==> src/rtl/count_display_drv.sv <==
// Two-digit multiplexed 7-segment driver for a 4-bit count arriving from another clock domain.
// The count is synchronised, debounced to two matching samples, split into tens/units and scanned.
module count_display_drv #(
   parameter int unsigned REFRESH_DIV = 50000
) (
   input  logic       clk,
   input  logic       reset,
   input  logic [3:0] cnt_in,
   output logic [6:0] seg,
   output logic [1:0] an,
   output logic       new_val,
   output logic       wrap
);

   localparam int unsigned CW = (REFRESH_DIV > 2) ? $clog2(REFRESH_DIV) : 1;
   localparam logic [CW-1:0] LAST = CW'(REFRESH_DIV - 1);

   logic [3:0]    s1, s2, s3;
   logic [3:0]    disp_val;
   logic [CW-1:0] refresh_cnt;
   logic          sel;
   logic          accept;
   logic          tens;
   logic [3:0]    units;
   logic [3:0]    digit;

   // A value is taken only once two consecutive synchronised samples agree
   assign accept = (s2 == s3) && (s3 != disp_val);

   // Synchroniser, acceptance and event pulses
   always_ff @(posedge clk) begin
      if (reset) begin
         s1       <= '0;
         s2       <= '0;
         s3       <= '0;
         disp_val <= '0;
         new_val  <= 1'b0;
         wrap     <= 1'b0;
      end else begin
         s1      <= cnt_in;
         s2      <= s1;
         s3      <= s2;
         new_val <= accept;
         wrap    <= accept && (s3 == 4'd0) && (disp_val == 4'd15);
         if (accept)
            disp_val <= s3;
      end
   end

   // Free-running scan timer; digit select flips on every wrap
   always_ff @(posedge clk) begin
      if (reset) begin
         refresh_cnt <= '0;
         sel         <= 1'b0;
      end else if (refresh_cnt == LAST) begin
         refresh_cnt <= '0;
         sel         <= ~sel;
      end else begin
         refresh_cnt <= refresh_cnt + 1'b1;
      end
   end

   assign tens  = (disp_val >= 4'd10);
   assign units = tens ? (disp_val - 4'd10) : disp_val;
   assign digit = sel ? {3'b000, tens} : units;
   assign an    = sel ? 2'b01 : 2'b10;

   // Segment decode from registered state; a zero tens digit is blanked
   always_comb begin
      seg = 7'b1111111;
      if (!(sel && !tens)) begin
         case (digit)
            4'd0:    seg = 7'b1000000;
            4'd1:    seg = 7'b1111001;
            4'd2:    seg = 7'b0100100;
            4'd3:    seg = 7'b0110000;
            4'd4:    seg = 7'b0011001;
            4'd5:    seg = 7'b0010010;
            4'd6:    seg = 7'b0000010;
            4'd7:    seg = 7'b1111000;
            4'd8:    seg = 7'b0000000;
            4'd9:    seg = 7'b0010000;
            default: seg = 7'b1111111;
         endcase
      end
   end

endmodule
==> config.mk <==
export PLATFORM = sky130hd
export DESIGN_NAME = count_display_drv
export DESIGN_NICKNAME = d
export VERILOG_FILES = /design/src/rtl/count_display_drv.sv
export SDC_FILE = /design/constraint.sdc
export NUM_CORES = 1
export LEC_CHECK = 0
export BUFFER_PORTS_ARGS = -buffer_cell sky130_fd_sc_hd__buf_2
export CORE_UTILIZATION = 45
export CTS_BUF_LIST = sky130_fd_sc_hd__clkbuf_8
export CTS_CLUSTER_DIAMETER = 30
export DETAILED_ROUTE_END_ITERATION = 10
export GPL_TIMING_DRIVEN = 0
export MAX_ROUTING_LAYER = met4
export PLACE_DENSITY = 0.72
export SLEW_MARGIN = 15
export SYNTH_ARGS = -nofsm -noshare
export SYNTH_HDL_FRONTEND = slang
export SYNTH_SLANG_ARGS = --single-unit
==> constraint.sdc <==
create_clock -name clk -period 2.45 [get_ports clk]
set_clock_uncertainty 0.05 [all_clocks]
set_input_delay 0.245 -clock clk [delete_from_list [all_inputs] [get_ports clk]]
set_output_delay 0.245 -clock clk [all_outputs]
set_load 0.1 [all_outputs]
Word level (Yosys, flattened, before mapping)

Memory sizes are Yosys's and may differ from the RTL's.
Cells that the tools add are included.

Flip-flop bits (word level): 35
Memory bits (read-only): 112
Bits of input ports: 6
Output and inout bits: 11
Memories: 1

Memory list:

| name            | depth | width | read ports | clocked after Yosys merged registers in | wr ports | line | source |
|---|---|---|---|---|---|---|---|
| (no name shown) | 16    | 7     | 1          | 0                                       | 0        | 72   | `case (digit)` |

Add/sub/neg operators: 2
$lt $le $gt $ge: 1
Equality and inequality tests: 4
Muxes and demuxes: 4
Bitwise logic cells: 1
Reduce and logical (&&, ||, !) cells: 7

Operator list:

| cell                    | count |
|---|---|
| $add A16 B1 Y16 const B | 1 |
| $eq A16 B16 Y1 const B  | 1 |
| $mux W4                 | 2 |
| $mux W7                 | 1 |
| $eq A4 B4 Y1            | 1 |
| $eq A4 B4 Y1 const B    | 1 |
| $ge A4 B4 Y1 const B    | 1 |
| $logic_and A1 B1 Y1     | 4 |
| $logic_not A4 Y1        | 1 |
| $ne A4 B4 Y1            | 1 |
| $sub A4 B4 Y4 const B   | 1 |
| $mux W2                 | 1 |
| $reduce_or A2 Y1        | 1 |
| $logic_not A1 Y1        | 1 |
| $not A1 Y1              | 1 |

Depth between registers and ports, before layout

Gate-level depths: netlist of the first run.
An unclocked memory read counts as a cell.

Word-level depth: 5
Mapped depth: 7
Depth with buffers taken out: 6

Worst setup path after synthesis of the first run

No wires, ideal clock.

Path type: register to output
Start point: reg disp_val[3]
End point: out seg[1]
Arrival time: 3356 ps
Required time: 2155 ps
Path slack: -1201 ps
Stages on the path, launching flop included: 6
Path through: dfxtp_1 > clkbuf_1 > nand3_1 > a21oi_1 > ha_1 > o21ai_0

Longest elaborated chain between the ends: 5
Elaborated cells between the ends (all ways): 8

RTL lines:

| what                                          | line   | source |
|---|---|---|
| start, declared                               | 19     | `logic [3:0] disp_val;` |
| start signal, assigned                        | 36     | `disp_val <= '0;` |
| start signal, assigned                        | 46     | `disp_val <= s3;` |
| $sub A4 B4 Y4 or $ge A4 B4 Y1 (tied branches) | 64, 63 |  |
| $mux W4                                       | 64     | `assign units = tens ? (disp_val - 4'd10) : disp_val;` |
| $mux W4                                       | 65     | `assign digit = sel ? {3'b000, tens} : units;` |
| $mem_v2 Z16 W7                                | n/a    |  |
| $mux W7 (*)                                   | 71     | `if (!(sel && !tens)) begin` |
| end, declared                                 | 9      | `output logic [6:0] seg,` |

Mark *: on every way between the ends. The rest lies on a longest branch, timed or not.

Worst setup path after layout of the first run

Start point: reg disp_val[1]
End point: out seg[1]

Same word-level chain as after synthesis.

==> impl_metrics.ini, run 1 <==
[status]
outcome = finished, final reports clean

[timing]
slew_headroom_pct = 67.6
tns_ns = 0
timing.final.crit_share_pct = 95.7
hold_violations = 0
fmax_mhz = 426
drv_slew = 0
worst_pin_slew_ns = 0.489
rsz0062_at_grt = false
setup_violations = 0
fin_ws_ns = 0.104
min_period_ns = 2.35

[power]
p_per_area_nw_per_um2 = 562
peakVddDrop_mv = 0.470
totalPowerFinal_mw = 1.19
p_leak_nw = 0.833

[detailed_routing]
drtIter0Drc = 29
vias = 1327
dr.max_layer_used = met4
wl_met2_um = 1450
wl_met3_um = 101
dr.pass1.iters = 4
wl_per_cell_um = 11.7
drc_errors = 0
viasPerCell = 5.10
antenna_left = 0
wl_met1_um = 1440
wirelength_um = 3040

[setup_path]
crit_fanout = 10
worstPathRequired_ns = 2.15
cp_data_arrival_time_ns = 2.05
cp-start-kind = flop
cp-end-kind = primary output
critical_path_class = flop to primary output

[floorplan]
chipHeight_um = 63.6
io_pins = 17
dieArea_sq_um = 4050
die_w_um = 63.6
initial_core_util_pct = 46.7
rows = 22
coreArea_sq_um = 3660

[clocking]
clock_latency_ns = 0.28
cts_max_path_buffers = 2
h-tree-depth = 2
cts_num_sinks = 35
cts_tree = yes
numCtsBuffers = 5
cts_setup_buffers = 0
cts_root_buf = clkbuf_8
clkTransAtPathRegs_ns = 0.07

[global_routing]
grt_usage_pct = 17.2
antenna_found_initial = 0
grt_overflow = 0
grt_max_degree = 12
grt_pass1_wl_um = 5240
grt_pass1_vias = 1189

[placed_design]
dp_hpwl_um = 2100
place_congestion = 0.824
dpl-instance-area_sq_um = 1880
pre_cts_slack_ns = -0.103
io_buffer_count = 16

[logic_synthesis]
ys_async_sr_fraction_pct = 0
ys.flop_type = dfxtp_1
syn_area_sq_um = 1710
ys_seq_elements = 35
syn_area_per_cell_sq_um = 9.09
postSynthNetCount = 199
ys_warn_count = 0
syn_inst = 188
synth_edf_count = 0
synthDistinctLibCells = 46
ys_seq_area_share_pct = 41.0

[final_layout]
fill_cells = 322
finalInstanceArea_sq_um = 2120
most-common-layout-cells = dfxtp_1, nor2_1, nor2b_1
fin_nets = 222
final_common_cell = dfxtp_1
syn2layout_area_growth_pct = 24.0
drive_above_1_share_pct = 25.0
num_antenna_cells = 0

[hold_path]
hold_path_class = input port to flop

[flow_run]
cap_violations = 0
-- cell type report --
cell class	instances	area [sq um]	share of cell area (%)
clock buffers	6	82.6	3.90
plain buffers	10	67.6	3.19
flip-flops and latches	35	701	33.1
multi-input cells	136	1030	48.4
clock inverters	2	35.0	1.65
inverters	7	30.0	1.42
repair buffers	16	118	5.55
well taps	48	60.1	2.83
-- worst paths after layout --
kind,start,to,slack (ns),cells past startpoint
worst max-delay path,disp_val[1]$_SDFFE_PP0P_,seg[1],0.10,7
worst min register to register,s1[0]$_SDFF_PP0_,s2[0]$_SDFF_PP0_,0.39,1
worst min-delay path,cnt_in[2],s1[2]$_SDFF_PP0_,0.12,2
worst max register to register,refresh_cnt[0]$_SDFF_PP0_,refresh_cnt[12]$_SDFF_PP0_,0.79,7
-- repair_timing --
| action | 4_1_cts | 5_1_grt |
|---|---|---|
| pin swaps | 2 | 0 |
| hold buffers | 0 | 0 |
| setup endpoints to repair | 7 | 6 |
| resized for setup | 15 | 14 |
-- synth_stat cells, types with 3 or more instances --
library cell  number  area share, %
dfxtp_1           35             41
nor2_1            18            4.0
nor2b_1           16            5.9
xor2_1            13            6.7
nand3_1           11            3.2
a21oi_1            8            2.3
nand4_1            8            2.9
inv_1              7            1.5
xnor2_1            7            3.6
ha_1               5            3.7
buf_2              4            1.2
nand2_1            4           0.88
o21ai_0            4            1.2
and3_1             3            1.1
and4_1             3            1.5
clkbuf_1           3           0.66
nand2b_1           3            1.1
o21a_1             3            1.3
o31ai_1            3            1.3
-- stage by stage --
| stage | cells | hold WS [ns] | utilization, % |
|---|---|---|---|
| 5_1_grt | 260 | 0.131 | 57.9 |
| 3_3_place_gp | 252 | 0.366 | 51.4 |
| 6_report | 260 | 0.123 | 57.9 |
| 4_1_cts | 260 | 0.119 | 56.3 |
| 3_5_place_dp | 252 | 0.378 | 51.4 |
| 2_1_floorplan | 188 | 0.323 | - |
-- critical path, cell delays in order (launching register included) --
cell	delay, ns
dfxtp_1	0.30
clkbuf_4	0.18
o21a_1	0.22
mux2_2	0.30
inv_1	0.09
ha_1	0.25
o21ai_2	0.13
buf_4	0.29
-- sequential cells by signal (all words and copies together) (netlist names) --
name and cells:
disp_val 4, new_val 1, refresh_cnt 16, s1 4, s2 4, s3 4, sel 1, wrap 1
-- where the power goes --
group	switching (mW)	leakage (nW)	internal [mW]
Clock	0.192	0.0612	0.329
Sequential	0.00906	0.285	0.582
Combinational	0.0511	0.487	0.0293
Total	0.252	0.833	0.941
-- routing by layer --
layer  vias to the layer above  global-route usage (%)
met2                        25                    28.1
met1                       597                    19.9
met4                         0                    8.52
met5                         -                       -
li1                        701                       -
met3                         4                    3.44
-- kinds of logic (layout without fill, tap and decap cells) --
| family | after synthesis | after routing | share of synthesized area [%] |
|---|---|---|---|
| XOR/XNOR | 20 | 20 | 10.2 |
| AND/OR/NAND/NOR | 80 | 80 | 27.3 |
| adder cells (fa/ha/maj) | 5 | 5 | 3.66 |
| flip-flops | 35 | 35 | 41.0 |
| AO/OA/AOI/OAI | 30 | 30 | 12.0 |
| buffers and inverters | 17 | 41 | 5.12 |
| multiplexers | 1 | 1 | 0.659 |
Power figures use the tool's default switching activity.
==> run 2, diff against run 1 <==
SETUP_SLACK_MARGIN = 0.3   (was not set)
==> impl_metrics.ini, run 2 (synthesized netlist as in run 1, its figures left out) <==
[status]
outcome = finished, final reports clean

[detailed_routing]
wl_met2_um = 1790
dr.pass1.iters = 4
viasPerCell = 5.17
wl_met3_um = 112
drc_errors = 0
vias = 1401
wirelength_um = 3600
drtIter0Drc = 36
wl_per_cell_um = 13.3
wl_met1_um = 1600
antenna_left = 0
dr.max_layer_used = met4

[final_layout]
utilization_pct = 65.2
fill_cells = 299
most-common-layout-cells = dfxtp_1, nor2_1, nor2b_1
final_common_cell = dfxtp_1
top_register = refresh_cnt
fin_nets = 233
syn2layout_area_growth_pct = 39.7
largest_reg_flops = 16
drive_above_1_share_pct = 35.9
num_antenna_cells = 0

[power]
peakVddDrop_mv = 0.431
p_per_area_nw_per_um2 = 545
p_leak_nw = 0.925

[global_routing]
grt_pass1_wl_um = 6170
antenna_found_initial = 0
grt_pass1_vias = 1371
grt_max_degree = 13
grt_usage_pct = 20.6
grt_overflow = 0

[setup_path]
r2r-start = refresh_cnt[0]$_SDFF_PP0_
timing.reg2reg.setup_slack_ns = 0.79
worstPathRequired_ns = 2.15
timing.rr.end = refresh_cnt[5]$_SDFF_PP0_
cp-end-kind = primary output
crit_fanout = 7
critical_path_class = flop to primary output
cp-start-kind = flop
cp_data_arrival_time_ns = 1.94
crit_start = disp_val[1]$_SDFFE_PP0P_
endpoint = seg[4]
r2r_cells = 7

[timing]
timing.final.crit_share_pct = 91.2
fmax_mhz = 448
setup_violations = 0
min_period_ns = 2.23
drv_slew = 0
fin_ws_ns = 0.216
hold_violations = 0
rsz0062_at_grt = true
slew_headroom_pct = 67.5
worst_pin_slew_ns = 0.491
tns_ns = 0

[hold_path]
holdPathStages = 2
hold_path_class = input port to flop

[floorplan]
initial_core_util_pct = 46.7
chipHeight_um = 63.6
die_w_um = 63.6
dieArea_sq_um = 4050
coreArea_sq_um = 3660
rows = 22
io_pins = 17

[clocking]
clkTransAtPathRegs_ns = 0.07
cts_tree = yes
cts_max_path_buffers = 2
numCtsBuffers = 5
clock_latency_ns = 0.29
h-tree-depth = 2
cts_root_buf = clkbuf_8
cts_num_sinks = 35
cts_hold_buffers = 0

[placed_design]
place_congestion = 0.856
pre_cts_slack_ns = 0.143
io_buffer_count = 16
dp_hpwl_um = 2180

[flow_run]
cap_violations = 0
run 2: metal layers:
layer,global-route usage (%),vias to the layer above
met3,5.43,10
met1,23.0,640
li1,-,726
met4,11.4,0
met5,-,-
met2,33.2,25
run 2: where the power goes:
group	total [mW]	internal, mW	switching (mW)
clock	0.621	0.406	0.216
sequential	0.589	0.580	0.00898
combinational	0.0897	0.0358	0.0539
total	1.30	1.02	0.279
run 2: worst max-delay path, cell delays in order (launching register included):
cell,delay (ns)
dfxtp_2,0.33
buf_6,0.14
inv_4,0.04
ha_4,0.31
a311o_1,0.26
a21oi_2,0.06
o31a_2,0.33
buf_12,0.17
run 2: stage by stage:
stage | hold WS [ns] | std cells | power, mW | area [sq um]
floorplan | 0.323 | 188 | 0.664 | 1790
global placement | 0.366 | 252 | 0.680 | 1930
finish | 0.108 | 271 | 1.30 | 2390
detailed placement | 0.375 | 252 | 0.681 | 1930
CTS | 0.102 | 267 | 1.31 | 2300
global route | 0.106 | 271 | 1.35 | 2390
run 2: worst min-delay path by stage:
stage | start | end
after floorplan | cnt_in[0] | s1[0]$_SDFF_PP0_
after global placement | s1[1]$_SDFF_PP0_ | s2[1]$_SDFF_PP0_
after detailed placement | s1[2]$_SDFF_PP0_ | s2[2]$_SDFF_PP0_
after CTS | cnt_in[0] | s1[0]$_SDFF_PP0_
after global routing | cnt_in[1] | s1[1]$_SDFF_PP0_
final | cnt_in[0] | s1[0]$_SDFF_PP0_
run 2: layout make-up:
class	count	area [sq um]	share of cell area (%)
tap	48	60.1	2.52
buffer	10	83.8	3.51
sequential	35	711	29.8
clock buffer	5	68.8	2.88
clock inverter	3	67.6	2.83
inverter	7	35.0	1.47
multi-input combinational	136	1090	45.7
timing repair buffer	27	272	11.4
run 2: timing repair:
item | in CTS | in global routing
buffers inserted | 7 | 4
hold endpoints to repair | 0 | 0
gates resized for setup | 48 | 13
pin swaps | 6 | 10
endpoints found under the setup margin | 7 | 7
==> run 3, diff against run 2 <==
CORE_MARGIN = 8   (was not set)
==> impl_metrics.ini, run 3 (synthesized netlist as in run 1, its figures left out) <==
[timing]
worst_pin_slew_ns = 0.497
min_period_ns = 2.23
tns_ns = 0
hold_ws_ns = 0.115
drv_slew = 0
setup_violations = 0
hold_violations = 0
fmax_mhz = 448
timing.final.crit_share_pct = 91.2
slew_headroom_pct = 67.1
rsz0062_at_grt = true

[global_routing]
grt_pass1_vias = 1293
grt_max_degree = 12
grt_pass1_wl_um = 6090
antenna_found_initial = 0
grt_overflow = 0
grt_usage_pct = 12.8

[final_layout]
top_register = refresh_cnt
multi_input_area_sq_um = 1120
fill_cells = 289
drive_above_1_share_pct = 35.2
num_antenna_cells = 0
utilization_pct = 64.8
fin_nets = 229
most-common-layout-cells = dfxtp_1, nor2_1, nor2b_1
largest_reg_flops = 16
ff_latch_area_sq_um = 711
syn2layout_area_growth_pct = 38.8
final_common_cell = dfxtp_1

[clocking]
cts_root_buf = clkbuf_8
clock_latency_ns = 0.28
cts_tree = yes
cts_max_path_buffers = 2
cts_num_sinks = 35
clkTransAtPathRegs_ns = 0.07
h-tree-depth = 2
numCtsBuffers = 5

[hold_path]
holdPathStages = 2
hold_path_class = input port to flop

[floorplan]
dieArea_sq_um = 6030
chipHeight_um = 77.6
coreArea_sq_um = 3660
die_w_um = 77.6
io_pins = 17
rows = 22
initial_core_util_pct = 46.7

[placed_design]
place_congestion = 0.850
dp_hpwl_um = 2330
io_buffer_count = 16

[detailed_routing]
wl_per_cell_um = 13.3
drc_errors = 0
antenna_left = 0
dr.pass1.iters = 4
wirelength_um = 3560
drtIter0Drc = 30
vias = 1386
viasPerCell = 5.19

[power]
p_leak_nw = 0.907
p_per_area_nw_per_um2 = 508
peakVddDrop_mv = 0.539

[status]
outcome = finished, final reports clean

[setup_path]
cp_data_arrival_time_ns = 1.94
cp-end-kind = primary output
critical_path_class = flop to primary output
timing.reg2reg.setup_slack_ns = 0.79
cp-start-kind = flop
r2r_cells = 7
worstPathRequired_ns = 2.15
crit_fanout = 7

[flow_run]
cap_violations = 0
run 3: final timing paths:
kind / from / endpoint
setup reg to reg: refresh_cnt[0]$_SDFF_PP0_ / refresh_cnt[3]$_SDFF_PP0_
hold reg to reg: s1[0]$_SDFF_PP0_ / s2[0]$_SDFF_PP0_
setup / recovery: disp_val[1]$_SDFFE_PP0P_ / seg[5]
hold / removal: cnt_in[0] / s1[0]$_SDFF_PP0_
run 3: worst max-delay path, stage by stage (launching register included):
cell     delay (ns)
dfxtp_2        0.33
buf_6          0.13
inv_4          0.05
ha_4           0.25
a211o_4        0.37
nor3b_4        0.27
o21ai_4        0.09
buf_12         0.17
run 3: power by group:
group          leakage, nW  total [mW]  internal (mW)  switching, mW
clock               0.0612       0.526          0.329          0.198
sequential           0.287       0.589          0.580        0.00895
combinational        0.558      0.0905         0.0363         0.0543
total                0.907        1.21          0.945          0.261
run 3: cell type report:
class	instances	share of cell area, %
clock inverter	2	1.48
timing repair buffer	23	10.0
buffer	10	4.01
tap	48	2.53
sequential	35	30.0
inverter	7	1.48
clock buffer	6	3.48
multi-input combinational	136	47.0
run 3: stage by stage:
stage / area (sq um) / total power [mW] / instances / setup slack, ns
after floorplan: 1790 / 0.664 / 188 / 0.0755
after global placement: 1930 / 0.680 / 252 / 0.160
after detailed placement: 1930 / 0.682 / 252 / 0.132
after CTS: 2340 / 1.23 / 266 / 0.247
after global routing: 2370 / 1.26 / 267 / 0.168
final: 2370 / 1.21 / 267 / 0.215
run 3: metal layers:
metal,track usage (%),routed length [um]
met5,-,0
met4,5.09,57
met3,4.49,120
met2,20.3,1750
met1,14.5,1630
run 3: timing repair:
action | CTS | global route
pin swaps | 13 | 5
setup endpoints to repair | 7 | 7
hold buffers | 0 | 0
resized for setup | 58 | 6
cloned | 0 | 0
buffers inserted | 6 | 1
